### src/rtl/button_event_decoder.sv
// Turns a debounced button level into one-cycle short/long/double events plus a hold level.
// Thresholds are counted in milliseconds using a prescaler derived from the clock rate.
module button_event_decoder #(
    parameter int ClkRate = 10_000_000,
    parameter int LongMs  = 800,
    parameter int GapMs   = 250
) (
    input  logic clk,
    input  logic rst_n,
    input  logic db_level_i,
    output logic short_o,
    output logic long_o,
    output logic double_o,
    output logic hold_o
);

    localparam int PrescDiv = ClkRate / 1000;
    localparam int MaxMs    = (LongMs > GapMs) ? LongMs : GapMs;
    localparam int PW       = (PrescDiv > 1) ? $clog2(PrescDiv) : 1;
    localparam int MW       = (MaxMs > 0) ? $clog2(MaxMs + 1) : 1;

    localparam logic [PW-1:0] PRESC_LAST = PW'(PrescDiv - 1);
    localparam logic [MW-1:0] MS_MAX     = MW'(MaxMs);
    localparam logic [MW-1:0] LONG_MS    = MW'(LongMs);
    localparam logic [MW-1:0] GAP_MS     = MW'(GapMs);

    typedef enum logic [2:0] {
        ST_IDLE   = 3'd0,
        ST_PRESS1 = 3'd1,
        ST_HOLD   = 3'd2,
        ST_GAP    = 3'd3,
        ST_PRESS2 = 3'd4
    } state_t;

    state_t          state_r;
    state_t          state_s;
    logic            lvl_r;
    logic [PW-1:0]   presc_r;
    logic [MW-1:0]   ms_r;
    logic            short_r;
    logic            long_r;
    logic            double_r;
    logic            hold_r;
    logic            press_s;
    logic            release_s;
    logic            short_s;
    logic            long_s;
    logic            double_s;

    assign press_s   = db_level_i & ~lvl_r;
    assign release_s = ~db_level_i & lvl_r;

    // Next-state and pulse decode; release beats the long threshold, press beats the gap timeout.
    always_comb begin
        state_s  = state_r;
        short_s  = 1'b0;
        long_s   = 1'b0;
        double_s = 1'b0;
        case (state_r)
            ST_IDLE: begin
                if (press_s) begin
                    state_s = ST_PRESS1;
                end else begin
                    state_s = ST_IDLE;
                end
            end
            ST_PRESS1: begin
                if (release_s) begin
                    state_s = ST_GAP;
                end else if (ms_r == LONG_MS) begin
                    state_s = ST_HOLD;
                    long_s  = 1'b1;
                end else begin
                    state_s = ST_PRESS1;
                end
            end
            ST_HOLD: begin
                if (release_s) begin
                    state_s = ST_IDLE;
                end else begin
                    state_s = ST_HOLD;
                end
            end
            ST_GAP: begin
                if (press_s) begin
                    state_s  = ST_PRESS2;
                    double_s = 1'b1;
                end else if (ms_r == GAP_MS) begin
                    state_s = ST_IDLE;
                    short_s = 1'b1;
                end else begin
                    state_s = ST_GAP;
                end
            end
            ST_PRESS2: begin
                if (release_s) begin
                    state_s = ST_IDLE;
                end else begin
                    state_s = ST_PRESS2;
                end
            end
            default: begin
                state_s = ST_IDLE;
            end
        endcase
    end

    // State, level history and registered outputs.
    always_ff @(posedge clk or negedge rst_n) begin
        if (!rst_n) begin
            state_r  <= ST_IDLE;
            lvl_r    <= 1'b0;
            short_r  <= 1'b0;
            long_r   <= 1'b0;
            double_r <= 1'b0;
            hold_r   <= 1'b0;
        end else begin
            state_r  <= state_s;
            lvl_r    <= db_level_i;
            short_r  <= short_s;
            long_r   <= long_s;
            double_r <= double_s;
            hold_r   <= (state_s == ST_HOLD);
        end
    end

    // Millisecond time base; restarts on every state change so each state times from zero.
    always_ff @(posedge clk or negedge rst_n) begin
        if (!rst_n) begin
            presc_r <= '0;
            ms_r    <= '0;
        end else if (state_s != state_r) begin
            presc_r <= '0;
            ms_r    <= '0;
        end else if (presc_r == PRESC_LAST) begin
            presc_r <= '0;
            if (ms_r != MS_MAX) begin
                ms_r <= ms_r + MW'(1);
            end else begin
                ms_r <= ms_r;
            end
        end else begin
            presc_r <= presc_r + PW'(1);
            ms_r    <= ms_r;
        end
    end

    assign short_o  = short_r;
    assign long_o   = long_r;
    assign double_o = double_r;
    assign hold_o   = hold_r;

endmodule

### config.mk
export PLATFORM = sky130hd
export DESIGN_NAME = button_event_decoder
export DESIGN_NICKNAME = d
export VERILOG_FILES = /design/src/rtl/button_event_decoder.sv
export SDC_FILE = /design/constraint.sdc
export NUM_CORES = 1
export LEC_CHECK = 0
export CAP_MARGIN = 10
export CORE_ASPECT_RATIO = 1.25
export CORE_MARGIN = 4
export CORE_UTILIZATION = 50
export CTS_CLUSTER_SIZE = 28
export DETAILED_ROUTE_END_ITERATION = 7
export GPL_TIMING_DRIVEN = 0
export PLACE_DENSITY = 0.7
export SLEW_MARGIN = 10
export SYNTH_ARGS = -nofsm -noshare
export SYNTH_HDL_FRONTEND = slang
export SYNTH_SLANG_ARGS = --single-unit
### constraint.sdc
create_clock -name clk -period 1.6 [get_ports clk]
set_input_delay 0.32 -clock clk [delete_from_list [all_inputs] [get_ports clk]]
set_output_delay 0.32 -clock clk [all_outputs]
set_load 0.03 [all_outputs]
==> metrics.md, run 1 <==
| Metric | Value |
|---|---|
| Status | finished, violations left |
| Failing checks | setup timing |
| Initial Util | between 50% and 60% |
| Worst-path fanout max | 7 |
| Antenna-violating nets left | 0 |
| Number of fill cells | 224 |
| Residual DRC | 0 |
| Mux cell area share after synthesis | less than 1% |
| Max Freq | 526 MHz |
| Post-Synth Adder-Cell Area | between 2 and 3% |
| Main combinational cell family by area after synthesis | simple AND/OR/NAND/NOR gates |
| Complex-gate fraction of the synthesized area | roughly 4.8% |
| Design area | roughly 0.0024 sq mm |
| FF+latch area | slightly above 800 sq um |
| Post-DP HPWL | ~2500 um |
| Mapped Cells | 166 |
| Pre-antenna DRT Iters | 4 |
| Multi-input logic area | around 0.0011 sq mm |
| Top-area cell type share of the netlist area | 46.5% |
| Antenna Cells | 0 |
| CTS Root Cell | clkbuf_8 |
| Sequential area share after synthesis | between 40% and 50% |
| Share of the clock period used by the worst path | 119% |
| Syn. warnings | 0 |
| Post-Route WL | 4680 um |
| CP endpoint kind | flip-flop |
| Max-Cap Viols | 0 |
| Clock slew at reported path FFs | about 60 ps |
| Layout cells sized above 1 | 40.7% |
| # nets final | 210 |
| Final std cells w/o fill | about 240 |
| Final Util | 72.7% |
| Most common cell in the netlist | dfrtp_1 |
| Clock Skew | about 3.6 ps |
| Width of the die | 60.5 um |
| Dominant cells by area after synthesis | dfrtp_1 47%, nor3_1 8.4%, xnor2_1 7.6% |
| Gr ovfl total | 0 |
| # setup viols final | 27 |
| CTS tree | built |
| Via count | 1,465 |
| Post-synth top cells | 32 x dfrtp_1, 29 x nor3_1, 15 x xnor2_1 |
| RSZ-0062 raised after global routing | true |
| Cell Area, Placed | ~0.0018 sq mm |
| Area growth syn-to-layout | 37.5% |
| CTS buffer count | 5 |
| WP data arrival | 2070 ps |
| Netlist cell types | 37 |
| Clock latency on the worst-skew pair | a little under 300 ps |
| Mapped Nets | roughly 170 |
| Vias in the first global route | between 1,000 and 1,500 |
| Post-Synth XOR/XNOR Area | 10.7% |
| Largest net degree at the start of global routing | 33 |
| Asr flop ratio synth | between 90% and 100% |
| Cts hold-fix bufs | 0 |
| Total power | 0.00302 W |
| #FFs+latches synth | 32 |
| H-tree levels | 2 |
| Gp weighted congestion | approximately 0.92 |
| DIE AREA | 0.00445 sq mm |
| Syn Area/Cell | about 10 sq um |
| Post-Place Cells | 209 |
| First-pass GRT wire length | roughly 6500 um |
| Min-delay worst type | primary input to async pin |
| Initial antenna violation count | 0 |
| Crit path launch type | flip-flop |
| Worst slew margin | between 50 and 60% |
| Pins Over Slew Limit | 0 |
| Pleak | roughly 1.0 nW |
| Post-synth EDFFs | 0 |
| Setup slack after layout | -302 ps |
| Clock Sink Count | 32 |
| Detailed Route Iter0 Violations | a little under 100 |
| Tightest Pin Transition | about 710 ps |
| Critical path class | flip-flop to flip-flop |
| Core Box Area | 0.00325 sq mm |
| Pwr per Cell Area | around 1300 mW/mm^2 |
| Synth Cell Area | approximately 0.0017 sq mm |
| Port bufs | 6 |
| Top_reg_cell synth | dfrtp_1 |
| # rows | 23 |
| Total GRT Usage | 19.9% |
| Largest area contributor in the netlist | dfrtp_1 |
| Final Hold Fails | 0 |
| Worst VDD drop | 0.935 mV |
| Fin crit period | approximately 1900 ps |
| Synth Area in Simple Gates | between 30% and 40% |
| Chip Height | around 74 um |
| Required time of the worst setup path | roughly 1800 ps |
| I/O Pins | 7 |
| Fin Hold WS | 80.3 ps |
| Routed wire per std cell | 19.4 um |
| Clock buffer depth | 2 |
| Via-per-instance ratio | 6.08 |
cell families after synthesis:
| group | count (synthesis) |
|---|---|
| xor gates and xnor gates | 21 |
| DFF | 32 |
| buffers and inverters | 11 |
| muxes | 1 |
| and+or+nand+nor | 84 |
| adders and majority gates | 4 |
| AOI/OAI and AO/OA | 13 |
per-layer routing:
layer  global-route usage [%]  wire, um  vias to the layer above
met5                        0         0                        -
met4                     8.19        88                        0
met3                     6.68       244                        9
met2                     34.0      2470                       46
met1                     22.4      1880                      743
li1                         -         -                      667
cell type report:
type,instances,area share (%)
clock buffers,8,3.81
repair buffers,29,11.4
multi-input cells,124,45.8
plain buffers,4,1.80
flip-flops and latches,32,34.1
well taps,37,1.96
inverters,7,1.11
flip-flops by register name (all words and copies together) (netlist names):
signal / count
state_r: 3
hold_o: 1
lvl_r: 1
double_o: 1
presc_r: 14
long_o: 1
short_o: 1
ms_r: 10
through the flow:
step,setup WS [ps],TNS (ps)
after floorplan,-3.65,-8.37
after global placement,-449,-21510
after detailed placement,-516,-10370
after CTS,-192,-4460
after global routing,-369,-8800
final,-302,-6850
worst paths after layout:
| path | start | end | slack, ps | cells past startpoint |
|---|---|---|---|---|
| worst max-delay path | ms_r[3] | ms_r[6] | -300 | 8 |
| worst min-delay path | rst_n | presc_r[9] | 80 | 1 |
| worst max register to register | ms_r[3] | ms_r[6] | -300 | 8 |
| worst min register to register | presc_r[0] | presc_r[0] | 470 | 1 |
| max in group asynchronous | rst_n | ms_r[1] | 1020 | 1 |
| min in group clk | presc_r[0] | presc_r[0] | 470 | 1 |
worst max-delay path, cell delays in order (launching register included):
cell	delay (ps)
dfrtp_1	370
buf_2	180
nor3_2	210
and4_4	310
a21oi_4	80
nor3_4	290
buf_6	170
buf_6	120
nor3_1	50
layout by cell type (no fill, tap or decap), types with 3 or more instances in the layout:
cell	instances
dfrtp_1	28
nor3_2	15
xnor2_1	15
buf_4	15
nor3_1	14
nand2_1	9
buf_6	9
nand3_1	7
nor2_1	6
inv_1	6
xor2_1	6
clkbuf_8	6
dfrtp_2	4
o21ai_0	3
nor4_4	3
nand4_1	3
dlygate4sd2_1	3
where the power goes:
part           total (W)  switching (W)  leakage (nW)  internal [W]
sequential      0.000957      0.0000787         0.432      0.000879
clock           0.000644       0.000294        0.0455      0.000351
combinational    0.00142       0.000767         0.557      0.000653
repair_timing:
item / CTS / global route
setup endpoints to repair: 29 / 27
resized for setup: 21 / 44
gates cloned: 2 / 2
setup buffers: 9 / 12
pin swaps: 6 / 12
(Power assumes the default switching activity.)
==> run 2, diff against run 1 <==
CAP_MARGIN = not set   (was 10)
==> results of run 2 <==
Same layout as run 1: the final DEF is identical, and so are final timing and power.
